File: src/rtl/pacman_pkg.sv
// Shared Pac-Man definitions: coordinate width, maze tile codes, directions and
// the ghost move FSM states.
package pacman_pkg;
  localparam int COORD_W = 5;

  localparam logic [2:0] TILE_EMPTY = 3'd0;
  localparam logic [2:0] TILE_WALL  = 3'd1;
  localparam logic [2:0] TILE_DOT   = 3'd2;

  typedef enum logic [1:0] {UP, DOWN, LEFT, RIGHT} dir_t;

  typedef enum logic [2:0] {IDLE, LATCH, QUERY, CHECK, WRITE} ghost_state_t;

  // A neighbouring tile; ok=0 means it falls off the grid.
  typedef struct packed {
    logic               ok;
    logic [COORD_W-1:0] x;
    logic [COORD_W-1:0] y;
  } cand_t;

  function automatic dir_t opposite(input dir_t d);
    case (d)
      UP:      return DOWN;
      DOWN:    return UP;
      LEFT:    return RIGHT;
      default: return LEFT;
    endcase
  endfunction
endpackage

File: src/rtl/ghost_dir_rank.sv
// Ranks the four step directions from the ghost toward its target: dominant axis
// first, then the minor axis, its reverse, and finally the dominant reverse.
module ghost_dir_rank
  import pacman_pkg::*;
(
  input  logic [COORD_W-1:0] gx,
  input  logic [COORD_W-1:0] gy,
  input  logic [COORD_W-1:0] tx,
  input  logic [COORD_W-1:0] ty,
  output dir_t               order [4]
);
  logic signed [COORD_W:0] dx, dy;
  logic [COORD_W:0] adx, ady;
  dir_t h, v;

  always_comb begin
    dx  = $signed({1'b0, tx}) - $signed({1'b0, gx});
    dy  = $signed({1'b0, ty}) - $signed({1'b0, gy});
    adx = dx[COORD_W] ? -dx : dx;
    ady = dy[COORD_W] ? -dy : dy;
    h   = (tx > gx) ? RIGHT : LEFT;
    v   = (ty > gy) ? DOWN : UP;
    if (adx >= ady) order = '{h, v, opposite(v), opposite(h)};
    else            order = '{v, h, opposite(h), opposite(v)};
  end
endmodule

File: src/rtl/ghost_move_controller.sv
// Ghost step controller: every MOVE_PERIOD cycles probes the maze for the best open
// neighbour toward the target and writes it to the position register.
// Optional GHOST_SCATTER_EN: moves 64..79 of every 80 chase (SCATTER_X, SCATTER_Y).
module ghost_move_controller
  import pacman_pkg::*;
#(
  parameter int MOVE_PERIOD = 2_500_000,
  parameter int GRID_W      = 21,
  parameter int GRID_H      = 21
`ifdef GHOST_SCATTER_EN
  ,
  parameter int SCATTER_X   = 1,
  parameter int SCATTER_Y   = 1
`endif
) (
  input  logic               clock_50,
  input  logic               reset_n,
  input  logic               enable,
  input  logic [COORD_W-1:0] pacman_x,
  input  logic [COORD_W-1:0] pacman_y,
  input  logic [COORD_W-1:0] ghost_x_in,
  input  logic [COORD_W-1:0] ghost_y_in,
  output logic [COORD_W-1:0] map_x,
  output logic [COORD_W-1:0] map_y,
  input  logic [2:0]         map_tile,
  output logic [COORD_W-1:0] reg_x_out,
  output logic [COORD_W-1:0] reg_y_out,
  output logic               reg_en,
  output logic               reg_readwrite,
  output logic               busy,
  output logic               move_done
);
  localparam int TW = (MOVE_PERIOD > 1) ? $clog2(MOVE_PERIOD) : 1;
  localparam logic [TW-1:0] T_LAST = TW'(MOVE_PERIOD - 1);
  localparam logic signed [COORD_W+1:0] GW = (COORD_W+2)'(GRID_W);
  localparam logic signed [COORD_W+1:0] GH = (COORD_W+2)'(GRID_H);

  ghost_state_t state_q, state_d;
  logic [TW-1:0] timer_q, timer_d;
  logic [1:0] idx_q, idx_d;
  logic [COORD_W-1:0] gx_q, gx_d, gy_q, gy_d;
  logic [COORD_W-1:0] map_x_q, map_x_d, map_y_q, map_y_d;
  logic [COORD_W-1:0] new_x_q, new_x_d, new_y_q, new_y_d;
  dir_t order_q [4];
  dir_t order_d [4];
  dir_t rank [4];
  cand_t cand_q, cand_d, cand_first, cand_next;
  logic reg_en_q, rw_q, busy_q, done_q;
  logic advance;
  logic [COORD_W-1:0] tx, ty;

  function automatic cand_t step(input logic [COORD_W-1:0] x, y, input dir_t d);
    logic signed [COORD_W+1:0] nx, ny;
    cand_t c;
    nx = $signed({2'b00, x});
    ny = $signed({2'b00, y});
    case (d)
      UP:    ny = ny - 7'sd1;
      DOWN:  ny = ny + 7'sd1;
      LEFT:  nx = nx - 7'sd1;
      RIGHT: nx = nx + 7'sd1;
    endcase
    c.ok = !nx[COORD_W+1] && (nx < GW) && !ny[COORD_W+1] && (ny < GH);
    c.x  = nx[COORD_W-1:0];
    c.y  = ny[COORD_W-1:0];
    return c;
  endfunction

`ifdef GHOST_SCATTER_EN
  logic [6:0] moves_q, moves_d;
  always_comb begin
    moves_d = moves_q;
    if (state_q == WRITE) moves_d = (moves_q == 7'd79) ? 7'd0 : moves_q + 7'd1;
  end
  assign tx = (moves_q >= 7'd64) ? COORD_W'(SCATTER_X) : pacman_x;
  assign ty = (moves_q >= 7'd64) ? COORD_W'(SCATTER_Y) : pacman_y;
  always_ff @(posedge clock_50) begin
    if (!reset_n) moves_q <= '0;
    else          moves_q <= moves_d;
  end
`else
  assign tx = pacman_x;
  assign ty = pacman_y;
`endif

  ghost_dir_rank u_rank (
    .gx(ghost_x_in), .gy(ghost_y_in), .tx(tx), .ty(ty), .order(rank)
  );

  // The address for a candidate is registered on entry to QUERY so the tile
  // returns exactly while the FSM sits in CHECK.
  always_comb begin
    state_d = state_q;  timer_d = timer_q;  idx_d = idx_q;
    gx_d = gx_q;  gy_d = gy_q;  order_d = order_q;  cand_d = cand_q;
    map_x_d = map_x_q;  map_y_d = map_y_q;
    new_x_d = new_x_q;  new_y_d = new_y_q;
    advance = 1'b0;
    cand_first = step(ghost_x_in, ghost_y_in, rank[0]);
    cand_next  = step(gx_q, gy_q, order_q[idx_q + 2'd1]);
    unique case (state_q)
      IDLE: if (enable) begin
        if (timer_q == T_LAST) begin
          timer_d = '0;
          state_d = LATCH;
        end else begin
          timer_d = timer_q + 1'b1;
        end
      end
      LATCH: begin
        gx_d = ghost_x_in;  gy_d = ghost_y_in;
        order_d = rank;  idx_d = '0;  cand_d = cand_first;
        if (ghost_x_in == tx && ghost_y_in == ty) begin
          state_d = WRITE;  new_x_d = ghost_x_in;  new_y_d = ghost_y_in;
        end else begin
          state_d = QUERY;
          if (cand_first.ok) begin map_x_d = cand_first.x;  map_y_d = cand_first.y; end
        end
      end
      QUERY: if (cand_q.ok) state_d = CHECK; else advance = 1'b1;
      CHECK: if (map_tile == TILE_WALL) advance = 1'b1;
             else begin state_d = WRITE;  new_x_d = cand_q.x;  new_y_d = cand_q.y; end
      WRITE: state_d = IDLE;
      default: state_d = IDLE;
    endcase
    if (advance) begin
      if (idx_q == 2'd3) begin
        state_d = WRITE;  new_x_d = gx_q;  new_y_d = gy_q;
      end else begin
        state_d = QUERY;  idx_d = idx_q + 2'd1;  cand_d = cand_next;
        if (cand_next.ok) begin map_x_d = cand_next.x;  map_y_d = cand_next.y; end
      end
    end
  end

  always_ff @(posedge clock_50) begin
    if (!reset_n) begin
      state_q <= IDLE;  timer_q <= '0;  idx_q <= '0;
      gx_q <= '0;  gy_q <= '0;  order_q <= '{default: UP};  cand_q <= '0;
      map_x_q <= '0;  map_y_q <= '0;  new_x_q <= '0;  new_y_q <= '0;
      reg_en_q <= 1'b0;  rw_q <= 1'b1;  busy_q <= 1'b0;  done_q <= 1'b0;
    end else begin
      state_q <= state_d;  timer_q <= timer_d;  idx_q <= idx_d;
      gx_q <= gx_d;  gy_q <= gy_d;  order_q <= order_d;  cand_q <= cand_d;
      map_x_q <= map_x_d;  map_y_q <= map_y_d;  new_x_q <= new_x_d;  new_y_q <= new_y_d;
      reg_en_q <= (state_d == WRITE);
      rw_q     <= (state_d != WRITE);
      busy_q   <= (state_d != IDLE);
      done_q   <= (state_d == WRITE);
    end
  end

  assign map_x         = map_x_q;
  assign map_y         = map_y_q;
  assign reg_x_out     = new_x_q;
  assign reg_y_out     = new_y_q;
  assign reg_en        = reg_en_q;
  assign reg_readwrite = rw_q;
  assign busy          = busy_q;
  assign move_done     = done_q;
endmodule

File: config.mk
export PLATFORM = sky130hd
export DESIGN_NAME = ghost_move_controller
export DESIGN_NICKNAME = d
export VERILOG_FILES = /design/src/rtl/pacman_pkg.sv /design/src/rtl/ghost_dir_rank.sv /design/src/rtl/ghost_move_controller.sv
export SDC_FILE = /design/constraint.sdc
export NUM_CORES = 1
export LEC_CHECK = 0
export ABC_CLOCK_PERIOD_IN_PS = 5500
export CORE_UTILIZATION = 50
export DETAILED_ROUTE_END_ITERATION = 12
export PLACE_DENSITY = 0.73
export REMOVE_ABC_BUFFERS = 1
export SYNTH_ARGS = -nofsm -noshare
export SYNTH_HDL_FRONTEND = slang
export SYNTH_HIERARCHICAL = 1
export SYNTH_SLANG_ARGS = --single-unit
File: constraint.sdc
create_clock -name clock_50 -period 5.5 [get_ports clock_50]
set_input_delay 1.1 -clock clock_50 [delete_from_list [all_inputs] [get_ports clock_50]]
set_output_delay 1.1 -clock clock_50 [all_outputs]
set_load 0.005 [all_outputs]
# After elaboration in Yosys (flattened, before gate mapping)

Index checks and enable logic that the tools add are counted.

Bits in registers: 79
Input port bits: 26
Output and inout bits: 24
Word-level logic and storage cells: 134

Add/subtract/negate cells: 14
Order comparisons: 8
Eq/ne operators: 20
Mux-type cells: 54
Bitwise operators: 1
Reduce and logical (&&, ||, !) cells: 18

Operator list:

| operator                | count |
|---|---|
| $mux W5                 | 20 |
| $pmux W7 S2             | 4 |
| $mux W11                | 3 |
| $lt A7 B6 Y1 const B    | 4 |
| $add A5 B1 Y6 const B   | 4 |
| $sub A5 B1 Y6 const B   | 4 |
| $add A22 B1 Y22 const B | 1 |
| $eq A22 B22 Y1 const B  | 1 |
| $mux W22                | 1 |
| $mux W3                 | 7 |
| $pmux W5 S2             | 2 |
| $eq A2 B2 Y1 const B    | 7 |
| $mux W6                 | 2 |
| $neg A6 Y6              | 2 |
| $pmux W2 S3             | 2 |
| $pmux W3 S4             | 1 |
| $sub A5 B5 Y6           | 2 |
| $eq A5 B5 Y1            | 2 |
| $gt A5 B5 Y1            | 2 |
| $mux W2                 | 5 |
| $eq A2 B1 Y1 const B    | 4 |
| $logic_not A2 Y1        | 4 |
| $mux W8                 | 1 |
| $logic_and A1 B1 Y1     | 7 |
| 15 further kinds        | 23 |

# Logic depth before layout (Yosys ltp)

Gate-level depths: netlist of run 1.

Word-level depth: 17
Gate-level depth with buffers: 21
Gate-level depth less buffers: 20

# Modules after synthesis

Netlist of run 1, hierarchy kept.

Modules (own cells, without submodules):

| module                | times used | cells an instance | area each (µm²) | sequential area each (µm²) |
|---|---|---|---|---|
| ghost_move_controller | 1          | 567               | 4615.7          | 1581.5 |
| ghost_dir_rank        | 1          | 106               | 780.7           | 0.0 |

# Worst setup path before layout of run 1

OpenSTA, ideal clock, no wires.

Kind: input to register
Start: in pacman_y[0]
End: reg map_x_q[4], in the netlist map_x[4]
Setup time: 0.095 ns
Arrival time: 5.379 ns
Data required time: 5.405 ns
Slack: 0.026 ns
Cell stages on the path: 19
Cells stage by stage: inv_1 -> ha_1 -> fa_1 -> nor2b_1 -> o21ai_0 -> a21boi_1 -> a21oi_1 -> or4_1 -> ha_1 -> nand3_1 -> o21ai_2 -> mux2i_1 -> or4b_2 -> a21oi_1 -> xnor2_1 -> a21oi_2 -> nor4_4 -> mux2i_1 -> a221oi_1

RTL lines:

| item                   | line                         | RTL |
|---|---|---|
| start: declaration     | ghost_move_controller.sv:20  | `input logic [COORD_W-1:0] pacman_y,` |
| end signal: assignment | ghost_move_controller.sv:144 | `map_x_q <= map_x_d; map_y_q <= map_y_d; new_x_q <= new_x_d; new_y_q <= new_y_d;` |
| end: declaration       | ghost_move_controller.sv:42  | `logic [COORD_W-1:0] map_x_q, map_x_d, map_y_q, map_y_d;` |

==> results of run 1 <==
[logic make-up (layout without fill, tap and decap cells)]
group	Yosys count	count (layout)	share of synthesized area [%]
multiplexers	18	18	3.99
adder cells (fa/ha/maj)	30	30	7.23
AND/OR/NAND/NOR	264	264	24.4
buffers and inverters	76	164	6.07
flip-flops	79	79	29.3
AO/OA/AOI/OAI	149	149	19.6
XOR/XNOR	57	57	9.39
[final timing paths]
kind / start / endpoint / slack (ns) / cells past startpoint
worst max-delay path: ghost_y_in[2] / map_y[0] / 0.18 / 20
worst min-delay path: reg_y_out[3] / reg_y_out[3] / 0.46 / 2
worst max register to register: idx_q[0] / map_x[4] / 2.16 / 8
worst min register to register: reg_y_out[3] / reg_y_out[3] / 0.46 / 2
[repair_timing]
item                       in CTS  in global routing
setup buffers                   1                  3
hold buffers                    0                  0
setup endpoints to repair      10                 11
pin swaps                       4                 23
resized for setup              12                 37
[sequential cells by signal (all words and copies together) (netlist names), 2 cells and up]
register and flops:
cand_q 11, gx_q 5, gy_q 5, idx_q 2
map_x 5, map_y 5, order_q 8, reg_x_out 5
reg_y_out 5, state_q 3, timer_q 22
[synth_stat cells, drive strengths merged (6+ instances only)]
| cell type | number |
|---|---|
| clkbuf | 23 |
| and3 | 11 |
| o221ai | 7 |
| xor2 | 25 |
| inv | 34 |
| nand4 | 15 |
| nor2 | 71 |
| buf | 18 |
| nor3 | 14 |
| nor2b | 6 |
| or2 | 6 |
| dfxtp | 79 |
| a221oi | 17 |
| a211oi | 6 |
| nand3 | 17 |
| nand2b | 6 |
| nand2 | 82 |
| ha | 28 |
| mux2i | 11 |
| a21oi | 53 |
| xnor2 | 32 |
| o21ai | 24 |
[routing by layer]
metal  part of all wire (%)  track usage, %  vias up
met5                      0               0        -
met4                    2.0            9.82        0
met3                    5.8            5.76       27
met2                     50            45.2      153
met1                     42            32.9     2457
li1                       -               -     2551
[worst max-delay path, cell delays in order]
cell and delay, ns:
clkdlybuf4s50_1 0.48, inv_1 0.07, ha_4 0.16, or2_1 0.24
o211ai_1 0.20, a21oi_2 0.10, or4_4 0.56, ha_4 0.29
nand3_1 0.09, o21ai_2 0.19, mux2i_1 0.10, buf_4 0.19
or4b_2 0.62, a21oi_2 0.19, xnor2_2 0.14, a21oi_2 0.07
nor4_4 0.29, buf_4 0.22, mux2i_1 0.18, a21oi_1 0.08
[cells in the final DEF (no fill, tap or decap), types with 6 or more instances in the layout]
master,n
nand2b_1,6
clkdlybuf4s50_1,40
ha_1,21
xor2_1,23
a221oi_1,17
nand2_1,82
clkbuf_8,9
a21oi_2,8
dfxtp_1,79
dlymetal6s2s_1,9
o21ai_0,12
and3_1,11
buf_4,63
inv_1,33
ha_4,6
nor3_1,14
xnor2_1,30
o221ai_1,7
o21ai_1,8
nor2_1,71
mux2i_1,11
nand4_1,15
a21oi_1,43
nand3_1,17
[report_power, final]
group / leakage (uW) / switching [uW] / internal (uW)
clock network: 0.000112 / 237 / 262
registers: 0.000636 / 1.35 / 573
logic: 0.00185 / 330 / 297
[area by class of cell]
class / count / area (um^2) / area share, %
Inverter: 35 / 131 / 1.94
Multi-Input combinational cell: 518 / 3670 / 54.1
Sequential cell: 79 / 1580 / 23.3
Clock buffer: 9 / 124 / 1.83
Clock inverter: 7 / 105 / 1.55
Timing Repair Buffer: 113 / 997 / 14.7
Tap cell: 136 / 170 / 2.51
[metrics by stage]
stage / setup WS [ns] / util, % / cell area, um^2 / hold slack [ns]
6_report: 0.183 / 65.1 / 6780 / 0.457
5_1_grt: -0.000944 / 65.1 / 6780 / 0.482
4_1_cts: 0.0130 / 63.3 / 6600 / 0.462
3_5_place_dp: -0.565 / 60.6 / 6310 / 0.450
3_3_place_gp: -0.400 / 60.6 / 6310 / 0.440
2_1_floorplan: -0.625 / - / 5200 / 0.432
==> impl_results.md, run 1 <==
- Status: completed
- I/O Pins: 50
- Syn Area/Cell: around 8.0 um^2
- Hpwl dp: ~11000 um
- Layout cell share with drive strength beyond 1: 18.7%
- Antenna diode count: 0
- Fmax: approximately 190 MHz
- Violation count after the first detailed-route iteration: 356
- RePlAce Congestion: 0.884
- Die Ht: 106 um
- VDD IR max: between 0.00015 and 0.0002 V
- Num CTS Buffers: 9
- Synthesized area: 5400 um^2
- Setup TNS: 0 ns
- Die width: 106 um
- Area delta synth->final: 25.6%
- Synth area leader: dfxtp_1
- Prevailing post-synth register cell: dfxtp_1
- All-Layer GR Usage: 26.6%
- Top-area cell type share of the netlist area: approximately 29%
- Hold Violations, Final: 0
- Final net count: 812
- Drt total wl: between 10000 and 15000 um
- Final setup viols: 0
- Fill cells: 880
- Initial Utilization: 51.8%
- Post-synth EDFFs: 0
- I/O Buffers: 49
- Min Tclk post-route: 5.32 ns
- Startpoint Class: input pin
- Synth Warn #: 6
- Pwr dens: 251 nW/um^2
- Initial antenna violation count: 0
- First-pass GRT wire length: around 24000 um
- DR WL/cell: 16.6 um
- Vias after detailed routing: 5188
- Tcrit/Tclk final: a little over nine tenths
- Worst-skew pair later-pin latency: between 0.3 and 0.4 ns
- Pre-antenna DRT Iters: 5
- Remaining antenna violation count after routing: 0
- Critical path peak fanout: 8
- Slew HR: 33.0%
- Max-slew violation count: 0
- CP required: about 5.8 ns
- Cell count after synthesis: slightly below 700
- Placed insts: 877
- Clock buffer depth: 2
- Critical Path AT: 5.56 ns
- Worst-path clk slew: 0.08 ns
- Total gr overflow: 0
- Synth async-reset ratio: 0%
- Seq/Total Area, Yosys: 29.3%
- Worst-margin pin slew: roughly 1.0 ns
- Crit. End Element: flop
- CORE AREA: 10400 um^2
- Total power: 1700 uW
- Hold crit path type: reg -> reg
- H-tree lvl count: 3
- Clk sinks: 79
- Number of global-route vias before repair: 4960
- Die area: about 11000 um^2
- Max-cap viol count: 0
- Via/cell ratio: 5.78
- Largest net degree at the start of global routing: 36
- Leakage: 0.00260 uW
- DRC violations left: 0
- Max Clock Skew: 0.0132 ns
- Synth area leaders: dfxtp_1 29%, ha_1 6.5%, nand2_1 5.7%
- Critical path class: in -> reg
- Cell variety after synth: 76
- Fin cells: 897
- # rows: 37
- Clk root buf: clkbuf_8
- CTS tree: yes
- #FFs+latches synth: 79
No activity file was read; power rests on OpenSTA's default activity.
==> run 2, diff against run 1 <==
CORE_UTILIZATION = 53   (was 50)
PLACE_DENSITY = 0.76   (was 0.73)
==> run 2 against run 1 <==
Net effect: largest power group unchanged; final area increased by 3.0%; the flow now finishes with violations (setup timing); largest cell class unchanged; critical endpoint is now map_x[4]; highest routed layer unchanged; via count increased by 8.7%; die area decreased by 5.6%; combinational power increased by 25%.
==> impl_results.md, run 2 (synthesis results as in run 1) <==
- Status: complete, but fails checks
- Violated checks: setup timing
- Remaining antenna violation count after routing: 0
- Clk root buf: clkbuf_8
- Total power: 1750 uW
- R2r startpoint: idx_q[0]
- Hold_ws: 0.455 ns
- Antenna diode count: 0
- Max FFs per register: 22
- # rows: 36
- Worst Setup Slack, final: -0.133 ns
- Clk sinks: 79
- Area delta synth->final: 29.3%
- Largest regs: timer_q: 22 flops, cand_q: 11 flops, order_q: 8 flops
- VDD IR max: 0.000151 V
- CORE AREA: 9820 um^2
- DRC violations left: 0
- Layout Utilization: 71.1%
- Startpoint Class: input pin
- Hold Violations, Final: 0
- Via/cell ratio: around 6.3
- Pre-antenna DRT Iters: 6
- Largest net degree at the start of global routing: 35
- Leakage: 0.00265 uW
- Top reg by flops: timer_q
- CP required: 5.72 ns
- First-pass GRT wire length: 24000 um
- Initial antenna violation count: 0
- Hold crit path type: reg -> reg
- Die Ht: ~100 um
- Final net count: 820
- Violation count after the first detailed-route iteration: 597
- Worst-path clk slew: roughly 0.080 ns
- Min Tclk post-route: 5.63 ns
- Initial Utilization: 55.0%
- R2r setup slk: 2.06 ns
- Worst-skew pair later-pin latency: 0.35 ns
- CP peak stage delay: 0.46 ns
- Critical path peak fanout: 6
- Critical Path AT: 5.85 ns
- Met2 WL: 8220 um
- Clock buffer depth: 2
- Drt total wl: 17000 um
- H-tree lvl count: 3
- Commonest non-fill, non-tap cell in the layout: nand2_1
- Fmax: between 150 and 200 MHz
- Vias after detailed routing: 5637
- I/O Pins: 50
- Hpwl dp: around 11000 um
- Max Clock Skew: 0.0121 ns
- Slew HR: 20.3%
- DR WL/cell: roughly 19 um
- R2r worst-path depth: 8
- Num CTS Buffers: 9
- Worst setup path endpoint: map_x[4]
- Layout cell share with drive strength beyond 1: 23.2%
- Number of global-route vias before repair: 5212
- Critical path class: in -> reg
- Multi-input logic area: 3870 um^2
- Die area: 10600 um^2
- Max-slew violation count: 0
- Total gr overflow: 0
- Die width: 103 um
- RePlAce Congestion: 0.903
- Crit. End Element: flop
- Met3 wire len: 1500 um
- Max-cap viol count: 0
- Register area: 1580 um^2
- Slowest CP cell: clkdlybuf4s50_1
- Critical Path Start: pacman_x[2]
- I/O Buffers: between 40 and 50
- Final setup viols: 10
- Pwr dens: 250 nW/um^2
- Fill cells: roughly 730
- Most frequent CP cell: a21oi_2
- Tcrit/Tclk final: 102%
- Worst-path cell chain: clkdlybuf4s50_1, ha_4, or2_2, o211ai_1, a21oi_2, o21bai_4, xnor2_2, ha_1, a21o_1, a21oi_2, o21ai_4, mux2i_2, buf_4, buf_4, or4_4, a21oi_4, xnor2_2, a21oi_2, nor4_4, buf_6, mux2i_2, a221oi_2
- Worst-margin pin slew: 1.19 ns
- R2r endpoint: map_y[2]
- M1 WL: 6390 um
- Setup TNS: -0.729 ns
- CTS tree: yes
- Top routing layer in use: met4
- Most frequent cells in the layout: 81 x nand2_1, 79 x dfxtp_1, 70 x nor2_1
- All-Layer GR Usage: 29.3%
## run 2: cell count changes in the layout (fill, tap and decap cells not counted), moves of 3 or more
cell           delta
a21oi_1           -3
buf_4             +5
dlygate4sd2_1     +3
ha_1              -3
mux2i_1           -3
mux2i_2           +3
xnor2_1           -3
xnor2_2           +3
## run 2: final cells by class
cell class,instances,share of cell area (%)
clock buffer,10,1.97
sequential,79,22.7
inverter,35,1.88
tap,133,2.38
multi-input combinational,518,55.5
timing repair buffer,121,15.1
clock inverter,5,0.484
## run 2: layer usage
metal / vias up / global-route usage (%)
met5: - / 0
met4: 0 / 14.5
met3: 104 / 6.17
met2: 341 / 51.0
met1: 2638 / 34.0
li1: 2554 / -
## run 2: where the power goes
group / internal, uW / switching, uW / leakage, uW
registers: 573 / 1.27 / 0.000636
clock network: 174 / 215 / 0.0000845
logic: 360 / 425 / 0.00192
total: 1110 / 641 / 0.00265
## run 2: worst min-delay path by stage
stage	start	endpoint	slack, ns	cells past startpoint
global route	order_q[6]	order_q[6]	0.48	2
detailed placement	order_q[6]	order_q[6]	0.45	2
global placement	order_q[7]	order_q[7]	0.44	2
finish	order_q[1]	order_q[1]	0.46	2
CTS	order_q[6]	order_q[6]	0.46	2
floorplan	order_q[7]	order_q[7]	0.43	2
## run 2: worst max-delay path, delay by kind of cell
family / cells / cell delay [ns]
AOI/OAI and AO/OA: 9 / 1.43
buffers and inverters: 4 / 1.00
and+or+nand+nor: 3 / 1.10
xor gates and xnor gates: 2 / 0.30
muxes: 2 / 0.40
adders and majority gates: 2 / 0.51
## run 2: metrics by stage
stage	worst slack (ns)	instances	cell area (um^2)
after global routing	-0.231	901	6980
after floorplan	-0.625	632	5200
final	-0.133	901	6980
after detailed placement	-0.622	875	6310
after global placement	-0.397	875	6310
after CTS	0.0208	897	6650
## run 2: repair_timing
item,in CTS,in global routing
setup buffers,6,4
pin swaps,16,33
resized for setup,28,63
gates cloned,1,0
endpoints found under the setup margin,11,11
hold buffers,0,0
